[config.mk]
export PLATFORM = sky130hd
export DESIGN_NAME = seg_scan_display
export DESIGN_NICKNAME = d
export VERILOG_FILES = /design/src/rtl/seg_disp_pkg.sv /design/src/rtl/seg_hex_decoder.sv /design/src/rtl/seg_scan_display.sv
export SDC_FILE = /design/constraint.sdc
export NUM_CORES = 1
export LEC_CHECK = 0
export BUFFER_PORTS_ARGS = -buffer_cell sky130_fd_sc_hd__buf_4
export CORE_MARGIN = 2
export CORE_UTILIZATION = 45
export CTS_CLUSTER_DIAMETER = 80
export DETAILED_ROUTE_END_ITERATION = 6
export GPL_TIMING_DRIVEN = 0
export HOLD_SLACK_MARGIN = 0.1
export SYNTH_ARGS = -nofsm -noshare
export SYNTH_HDL_FRONTEND = slang
export SYNTH_HIERARCHICAL = 1
export SYNTH_SLANG_ARGS = --single-unit
[constraint.sdc]
create_clock -name clk -period 4.8 [get_ports clk]
set_input_delay 0 -clock clk [delete_from_list [all_inputs] [get_ports clk]]
set_output_delay 0 -clock clk [all_outputs]
set_load 0.005 [all_outputs]
[src/rtl/seg_disp_pkg.sv]
// Shared constants for the multiplexed 7-segment display driver.
// Segment patterns are active-low: a 0 bit lights that segment.
package seg_disp_pkg;

    localparam int SEG_A_BIT  = 7;
    localparam int SEG_B_BIT  = 6;
    localparam int SEG_C_BIT  = 5;
    localparam int SEG_D_BIT  = 4;
    localparam int SEG_E_BIT  = 3;
    localparam int SEG_F_BIT  = 2;
    localparam int SEG_G_BIT  = 1;
    localparam int SEG_DP_BIT = 0;

    localparam logic [7:0] SEG_OFF = 8'hFF;

    // Entry v holds the a..g pattern for hex value v (entry 15 listed first).
    localparam logic [15:0][6:0] HEX_SEG = {
        7'b0111000, 7'b0110000, 7'b1000010, 7'b0110001,
        7'b1100000, 7'b0001000, 7'b0000100, 7'b0000000,
        7'b0001111, 7'b0100000, 7'b0100100, 7'b1001100,
        7'b0000110, 7'b0010010, 7'b1001111, 7'b0000001
    };

endpackage

[src/rtl/seg_hex_decoder.sv]
// Combinational hex-to-7-segment decoder.
// Output bits [6:0] map to segments a..g, active-low.
module seg_hex_decoder
    import seg_disp_pkg::*;
(
    input  logic [3:0] value,
    output logic [6:0] seg
);

    always_comb begin
        seg = HEX_SEG[value];
    end

endmodule

[src/rtl/seg_scan_display.sv]
// Multiplexed hex display scanner with dead time, PWM dimming, blink,
// blank, leading-zero suppression and per-frame input snapshot.
module seg_scan_display
    import seg_disp_pkg::*;
#(
    parameter int NUM_DIGITS   = 8,
    parameter int SCAN_DIV     = 65536,
    parameter int BLANK_CYCLES = 256,
    parameter int BLINK_DIV    = 25000000
) (
    input  logic                    clk,
    input  logic                    rst_n,
    input  logic [4*NUM_DIGITS-1:0] digits_in,
    input  logic [NUM_DIGITS-1:0]   dp_in,
    input  logic [NUM_DIGITS-1:0]   blank_in,
    input  logic [NUM_DIGITS-1:0]   blink_in,
    input  logic                    lz_suppress,
    input  logic [3:0]              brightness,
    output logic [NUM_DIGITS-1:0]   an,
    output logic [7:0]              sseg,
    output logic                    frame_tick
);

    localparam int SLOT_W  = $clog2(SCAN_DIV);
    localparam int DIG_W   = (NUM_DIGITS > 1) ? $clog2(NUM_DIGITS) : 1;
    localparam int BLINK_W = (BLINK_DIV > 1) ? $clog2(BLINK_DIV) : 1;

    localparam logic [SLOT_W-1:0]  SLOT_LAST  = SLOT_W'(SCAN_DIV - 1);
    localparam logic [SLOT_W-1:0]  SLOT_LIT   = SLOT_W'(BLANK_CYCLES);
    localparam logic [DIG_W-1:0]   DIG_LAST   = DIG_W'(NUM_DIGITS - 1);
    localparam logic [BLINK_W-1:0] BLINK_LAST = BLINK_W'(BLINK_DIV - 1);

    logic [SLOT_W-1:0]  slot_cnt;
    logic [DIG_W-1:0]   dig_idx;
    logic [BLINK_W-1:0] blink_cnt;
    logic               blink_phase;
    logic               frame_start;

    logic [NUM_DIGITS-1:0][3:0] snap_digits;
    logic [NUM_DIGITS-1:0]      snap_dp;
    logic [NUM_DIGITS-1:0]      snap_blank;
    logic [NUM_DIGITS-1:0]      snap_blink;
    logic                       snap_lz;
    logic [3:0]                 snap_bri;

    logic [NUM_DIGITS-1:0] supp_vec;
    logic [3:0]            cur_val;
    logic [6:0]            dec_seg;
    logic                  lit;
    logic [NUM_DIGITS-1:0] an_nxt;
    logic [7:0]            sseg_nxt;

    assign frame_start = (slot_cnt == '0) && (dig_idx == '0);

    always_ff @(posedge clk or negedge rst_n) begin
        if (!rst_n) begin
            slot_cnt    <= '0;
            dig_idx     <= '0;
            blink_cnt   <= '0;
            blink_phase <= 1'b0;
        end else begin
            if (slot_cnt == SLOT_LAST) begin
                slot_cnt <= '0;
                dig_idx  <= (dig_idx == DIG_LAST) ? '0 : dig_idx + DIG_W'(1);
            end else begin
                slot_cnt <= slot_cnt + SLOT_W'(1);
            end
            if (blink_cnt == BLINK_LAST) begin
                blink_cnt   <= '0;
                blink_phase <= ~blink_phase;
            end else begin
                blink_cnt <= blink_cnt + BLINK_W'(1);
            end
        end
    end

    always_ff @(posedge clk or negedge rst_n) begin
        if (!rst_n) begin
            snap_digits <= '0;
            snap_dp     <= '0;
            snap_blank  <= '0;
            snap_blink  <= '0;
            snap_lz     <= 1'b0;
            snap_bri    <= '0;
        end else if (frame_start) begin
            snap_digits <= digits_in;
            snap_dp     <= dp_in;
            snap_blank  <= blank_in;
            snap_blink  <= blink_in;
            snap_lz     <= lz_suppress;
            snap_bri    <= brightness;
        end
    end

    // Walk from the most significant digit down, tracking "all zero so far".
    always_comb begin
        logic zero_run;
        zero_run = 1'b1;
        supp_vec = '0;
        for (int i = NUM_DIGITS - 1; i >= 0; i--) begin
            zero_run    = zero_run && (snap_digits[i] == 4'h0);
            supp_vec[i] = snap_lz && zero_run && (i > 0);
        end
    end

    assign cur_val = snap_digits[dig_idx];

    seg_hex_decoder u_dec (
        .value (cur_val),
        .seg   (dec_seg)
    );

    always_comb begin
        lit = (slot_cnt >= SLOT_LIT)
           && (slot_cnt[3:0] <= snap_bri)
           && !snap_blank[dig_idx]
           && !(snap_blink[dig_idx] && blink_phase);
        an_nxt   = '1;
        sseg_nxt = SEG_OFF;
        if (lit) begin
            an_nxt[dig_idx] = 1'b0;
            sseg_nxt[SEG_A_BIT:SEG_G_BIT] = supp_vec[dig_idx] ? 7'h7F : dec_seg;
            sseg_nxt[SEG_DP_BIT] = ~snap_dp[dig_idx];
        end
    end

    always_ff @(posedge clk or negedge rst_n) begin
        if (!rst_n) begin
            an         <= '1;
            sseg       <= SEG_OFF;
            frame_tick <= 1'b0;
        end else begin
            an         <= an_nxt;
            sseg       <= sseg_nxt;
            frame_tick <= frame_start;
        end
    end

endmodule

==> summary.md, run 1 <==
| Metric | Value |
|---|---|
| Io pins | 80 |
| Kind of critical path | register to register |
| Final cell count without fillers | 854 |
| Main synth FF type | dfrtp_1 |
| Worst-path fanout max | 10 |
| WL/cell | between 15 and 20 um |
| Post-Synth Simple-Gate Area | 15.5% |
| Root Driver | clkbuf_16 |
| CTS tree | done |
| Max-cap violations | 0 |
| Placed cell count | 760 |
| Asr flop ratio synth | between 90% and 100% |
| Crit start category | register |
| CP arrival | 3.87 ns |
| Mapped Cells | slightly above 500 |
| Yosys top cell by area | dfrtp_1 |
| Seq cells post-synth | ~120 |
| Initial Utilization | about 46% |
| Slowest CP cell | clkbuf_1 |
| GRT overflow | 0 |
| DRC | 0 |
| First-pass GRT wire length | ~24 mm |
| Power Density | ~320 nW/um^2 |
| Total CTS buffers | 17 |
| Initial antenna violation count | 0 |
| Area Overhead vs Synth | 35.0% |
| Hold buffers post-CTS | 62 |
| Setup Skew | between 0.01 and 0.015 ns |
| Compound-Gate Fraction of Synth Area | under 10% |
| R2R Path End | sseg[4]$_DFF_PN1_ |
| Via/cell ratio | about 5.2 |
| Setup crit end kind | register |
| Cells on worst reg2reg path | 12 |
| Core area | about 13000 sq um |
| Status | complete, no violations |
| Routed Antenna Nets | 0 |
| H-tree levels | 4 |
| Post-Place Setup Slack | between 1 and 1.5 ns |
| Worst slew pin tran | about 0.80 ns |
| Largest net degree at the start of global routing | between 60 and 70 |
| Die area | approximately 14000 sq um |
| Synth warn | 6 |
| Max-slew violations | 0 |
| Post-CTS sizing | 0 |
| Post-synth top area share | 44.9% |
| Min setup slack post-route | 1.24 ns |
| CTS max path bufs | 2 |
| Post-Syn Area per Cell | 11.8 sq um |
| # nets final | about 750 |
| Area contributors post-synth | dfrtp_1 (45%), mux2_2 (11%), dfstp_2 (7.1%), ha_1 (3.6%), xnor2_1 (3.2%) |
| Util after Layout | between 60 and 70% |
| Library cells used by synthesis | 59 |
| Fin crit share | about three quarters |
| Area post-placement | 6800 sq um |
| Multiplexer share of the synthesized area | about 15% |
| Final GP Congestion | around 0.86 |
| VDD IR max | between 150 and 200 uV |
| Worst-Skew Late Latency | about 0.42 ns |
| Total Power | between 2 and 3 mW |
| Relative max-transition margin | 46.4% |
| Post-synth EDFFs | 0 |
| Pre-antenna DRT Iters | 5 |
| RSZ-0062 raised after global routing | no |
| Final Instance Area | a little over 8000 sq um |
| Endpoints failing setup | 0 |
| XOR/XNOR Fraction of Synth Area | about 5% |
| Register-to-register setup slack | roughly 1.2 ns |
| Largest family of logic cells by synthesized area | simple AND/OR/NAND/NOR gates |
| PortBufs | 79 |
| Max incr delay on CP | roughly 0.55 ns |
| Final Critical Period | around 3.6 ns |
| CTS clk-pin slew, worst paths | ~0.05 ns |
| Via count | ~4.5k |
| Most common cell in the synthesized netlist | dfrtp_1 |
| GRT Util Overall | approximately 22% |
| Clk sink count | 123 |
| Initial DRC count | 408 |
| Static leakage | about 3.5 nW |
| Final Hold Viols | 0 |
| Worst hold path type | input pin to async pin |
| Register area share after synthesis | just over 50% |
| # diodes | 0 |
| Post-Synth Adder-Cell Area | under 10% |
| WL final | roughly 14 mm |
| Hpwl dp | 9.83 mm |
| Critical-path cell list | clkbuf_1 -> clkbuf_1 -> mux2i_1 -> nor2_1 -> a31oi_1 -> o221ai_1 -> inv_1 -> ha_1 -> nand2_1 -> a21oi_1 -> a31oi_1 -> nand3b_1 |
| Die Span Y | approximately 120 um |
| Filler instances | around 1.0k |
| Syn_nets | ~580 |
| Share of cells above drive strength 1 | ~31% |
| Worst EP required | roughly 5.1 ns |
| Setup TNS | 0 ns |
| Die Width | 119 um |
| Post-CTS setup buffers | 0 |
| Vias in the first global route | between 4k and 5k |
| Post-synthesis cell area | 5960 sq um |
| Min Hold Slack | roughly 0.14 ns |
| Peak Freq | 281 MHz |
| Reg2Reg Launch Point | dig_idx[2]$_DFFE_PN0N_ |
| Row Count | 42 |
| Synth top cells by count | dfrtp_1 (107), mux2_2 (57), nand2_1 (37) |
==> power by group <==
group	switching, mW	internal [mW]	total [mW]
clock	0.438	0.871	1.31
sequential	0.0204	1.07	1.09
combinational	0.0627	0.102	0.165
total	0.521	2.04	2.56
==> registers in the layout (all words and copies together), names as in the netlist <==
register	cells
slot_cnt	16
snap_dp	8
sseg	8
frame_tick	1
snap_lz	1
blink_phase	1
snap_blink	8
blink_cnt	25
dig_idx	3
an	8
snap_digits	32
snap_bri	4
snap_blank	8
==> worst max-delay path by stage <==
stage	startpoint	end	slack, ns
floorplan	dig_idx[2]$_DFFE_PN0N_	sseg[4]$_DFF_PN1_	2.19
global placement	dig_idx[2]$_DFFE_PN0N_	sseg[4]$_DFF_PN1_	1.45
detailed placement	dig_idx[2]$_DFFE_PN0N_	sseg[4]$_DFF_PN1_	1.35
CTS	dig_idx[2]$_DFFE_PN0N_	sseg[4]$_DFF_PN1_	1.29
global route	dig_idx[2]$_DFFE_PN0N_	sseg[4]$_DFF_PN1_	1.01
finish	dig_idx[2]$_DFFE_PN0N_	sseg[4]$_DFF_PN1_	1.24
==> placed cells by master, fill, tap and decap left out, types with 9 or more instances in the layout <==
master           n
ha_1            17
nor2_1          35
nand2_1         37
buf_4           82
nor4_1          19
dfstp_2         16
nand3b_1         9
inv_1           13
clkbuf_16       17
dfrtp_1        107
xnor2_1         22
nand3_1         19
o21ai_0         12
nand4_1         13
xor2_1          13
mux2_2          57
dlygate4sd3_1   62
==> metal layers <==
layer,vias to the layer above,share of wire [%],track usage [%]
met2,130,48,34.5
met1,2174,45,27.8
met5,-,0,0
met3,24,5.1,5.32
met4,0,2.1,9.52
li1,2141,-,-
==> critical path: cells and delay by family (launching register included) <==
kind                     cells  cell delay [ns]
AO/OA/AOI/OAI                4             0.84
adder cells (fa/ha/maj)      1             0.34
buffers and inverters        3             1.27
flip-flops                   1             0.47
multiplexers                 1             0.16
AND/OR/NAND/NOR              3             0.37
==> final cells by class <==
| type | instances | area, sq um | area share (%) |
|---|---|---|---|
| Buffer | 21 | 116 | 1.45 |
| Clock buffer | 26 | 539 | 6.71 |
| Clock inverter | 6 | 80.1 | 0.996 |
| Inverter | 15 | 56.3 | 0.700 |
| Multi-Input combinational cell | 345 | 2690 | 33.4 |
| Sequential cell | 123 | 3100 | 38.5 |
| Tap cell | 176 | 220 | 2.74 |
| Timing Repair Buffer | 142 | 1240 | 15.5 |
==> cell families (layout without fill, tap and decap cells) <==
| group | after synthesis | after routing |
|---|---|---|
| AO/OA/AOI/OAI | 46 | 46 |
| adder cells (fa/ha/maj) | 17 | 17 |
| buffers and inverters | 36 | 210 |
| AND/OR/NAND/NOR | 170 | 170 |
| XOR/XNOR | 35 | 35 |
| flip-flops | 123 | 123 |
| multiplexers | 77 | 77 |
Power figures use the tool's default switching activity.
==> run 2: changes to the inputs <==
==> constraint.sdc (replaced) <==
create_clock -name clk -period 3.3 [get_ports clk]
set_input_delay 0 -clock clk [delete_from_list [all_inputs] [get_ports clk]]
set_output_delay 0 -clock clk [all_outputs]
set_load 0.005 [all_outputs]
==> summary.md, run 2 (synthesis gave the netlist of run 1 again) <==
| Metric | Value |
|---|---|
| CTS tree | done |
| Sw Ratio | around a fifth |
| PortBufs | 79 |
| Initial Utilization | a little under half |
| Routed Antenna Nets | 0 |
| Setup crit end kind | register |
| Global route hottest layer | met2 |
| Max-cap violations | 0 |
| Post-CTS setup buffers | 0 |
| Max incr delay on CP | roughly 0.45 ns |
| Max reg flops | 32 |
| Die Width | about 120 um |
| Slowest CP cell | dfrtp_1 |
| Total CTS buffers | 17 |
| Fin crit share | 90.3% |
| Largest net degree at the start of global routing | 66 |
| H-tree levels | 4 |
| FF+latch area | 3100 sq um |
| WL/cell | roughly 17 um |
| Die Span Y | between 100 and 150 um |
| Status | complete, no violations |
| Final Critical Period | 2.98 ns |
| Share of cells above drive strength 1 | a little under a third |
| GRT overflow | 0 |
| Max-slew violations | 0 |
| Relative max-transition margin | approximately 47% |
| Final GP Congestion | roughly 0.86 |
| Largest Register | snap_digits |
| Worst hold path type | input pin to async pin |
| VDD IR max | approximately 300 uV |
| Clk sink count | 123 |
| CTS clk-pin slew, worst paths | approximately 0.050 ns |
| Worst-path fanout max | 10 |
| CP arrival | between 3 and 4 ns |
| Row Count | 42 |
| Register share of total power | a little over two fifths |
| Most common cell after layout, fill and taps aside | dfrtp_1 |
| Io pins | 80 |
| # diodes | 0 |
| Filler instances | around 1.0k |
| Worst EP required | about 3.6 ns |
| Biggest regs | snap_digits x32, blink_cnt x25, slot_cnt x16 |
| Hpwl dp | about 9.8 mm |
| Kind of critical path | register to register |
| Via/cell ratio | about 5.3 |
| Via count | ~4.5k |
| RSZ-0062 raised after global routing | no |
| CTS max path bufs | 2 |
| Commonest non-fill, non-tap cells in the layout | dfrtp_1 (107), buf_4 (82), dlygate4sd3_1 (62) |
| Area of the multi-input gates | roughly 2700 sq um |
| GR Util met1 | between 20 and 30% |
| Critical-path cell list | buf_2 -> clkbuf_1 -> clkbuf_1 -> nand2_1 -> o221ai_2 -> inv_1 -> ha_1 -> nand2_1 -> a21oi_1 -> a31oi_1 -> nand3b_1 |
| GRT Util Overall | 21.5% |
| Pre-antenna DRT Iters | 6 |
| WL final | between 10 and 15 mm |
| Setup Skew | between 0.007 and 0.008 ns |
| Area Overhead vs Synth | 35.2% |
| Min setup slack post-route | around 0.32 ns |
| GR met3 Demand/Resource | under 10% |
| Root Driver | clkbuf_16 |
| GR Layer Usage met2 | ~35% |
| Initial antenna violation count | 0 |
| NetSw | between 0.7 and 0.8 mW |
| Die area | about 14000 sq um |
| Peak Freq | about 340 MHz |
| Area post-placement | 6800 sq um |
| CP delay by family, top | buffers and inverters |
| Core area | 13100 sq um |
| Vias in the first global route | ~4.7k |
| Endpoints failing setup | 0 |
| Power Density | between 400 and 500 nW/um^2 |
| Static leakage | between 3 and 4 nW |
| Post-Place Setup Slack | -0.154 ns |
| Buffers & Inverters on Critical Path | 4 |
| Util after Layout | between 60% and 70% |
| DRC | 0 |
| Clock share of power | about 50% |
| First-pass GRT wire length | ~24 mm |
| Final Hold Viols | 0 |
| Combinational power share | ~6.5% |
| Crit start category | register |
| Initial DRC count | between 300 and 400 |
| Worst slew pin tran | roughly 0.8 ns |
| Worst-Skew Late Latency | 0.42 ns |
| # nets final | around 750 |
| Int Pwr | between 2 and 3 mW |
| Final Instance Area | 8050 sq um |
run 2: changes by cell type in the layout (fill, tap and decap cells not counted):
cell,delta
buf_2,+1
o221ai_1,-1
clkbuf_2,+3
buf_1,-2
o221ai_2,+1
clkbuf_1,-2
run 2: cell type report:
type | instances | share of cell area (%)
Inverter | 15 | 0.699
Timing Repair Buffer | 142 | 15.5
Clock inverter | 6 | 0.994
Multi-Input combinational cell | 345 | 33.4
Tap cell | 176 | 2.73
Sequential cell | 123 | 38.5
Clock buffer | 26 | 6.70
Buffer | 21 | 1.51
run 2: worst paths after layout:
kind	startpoint	end	slack, ns	cells after the start
max	dig_idx[0]$_DFFE_PN0N_	sseg[4]$_DFF_PN1_	0.32	11
min reg2reg	blink_cnt[22]$_DFF_PN0_	blink_cnt[22]$_DFF_PN0_	0.47	1
max reg2reg	dig_idx[0]$_DFFE_PN0N_	sseg[4]$_DFF_PN1_	0.32	11
max in group asynchronous	rst_n	an[0]$_DFF_PN1_	2.42	3
min in group clk	digits_in[13]	snap_digits[13]$_DFFE_PN0P_	0.34	3
min	rst_n	snap_blank[3]$_DFFE_PN0P_	0.13	2
run 2: worst register-to-register path: stages, from the launching register on:
cell	delay (ns)
dfrtp_1	0.45
buf_2	0.33
clkbuf_1	0.40
clkbuf_1	0.42
nand2_1	0.14
o221ai_2	0.17
inv_1	0.17
ha_1	0.32
nand2_1	0.07
a21oi_1	0.17
a31oi_1	0.06
nand3b_1	0.16
run 2: timing repair:
action / CTS / global route
hold endpoints to repair: 168 / 0
gates cloned: 0 / 0
hold buffers: 62 / 0
pin swaps: 0 / 0
endpoints found under the setup margin: 5 / 7
resized for setup: 2 / 4
run 2: stage by stage:
step	std cells	setup TNS [ns]	power, mW	hold WS [ns]
2_1_floorplan	504	0	1.66	-0.296
3_3_place_gp	759	-0.0543	1.77	0.215
3_5_place_dp	760	-0.218	1.79	0.0118
4_1_cts	854	0	3.76	0.146
5_1_grt	854	0	3.85	0.189
6_report	854	0	3.73	0.130
run 2: power by group through the flow:
| stage | registers (mW) | logic [mW] | clock network (mW) |
|---|---|---|---|
| final | 1.58 | 0.241 | 1.91 |
| after detailed placement | 1.60 | 0.182 | 0 |
| after floorplan | 1.59 | 0.0747 | 0 |
| after global routing | 1.58 | 0.264 | 2.00 |
| after global placement | 1.60 | 0.172 | 0 |
| after CTS | 1.58 | 0.241 | 1.94 |
run 2: metal layers:
layer	up-vias	wire length, um
li1	2144	-
met1	2189	6440
met2	130	6660
met3	35	715
met4	0	357
met5	-	0
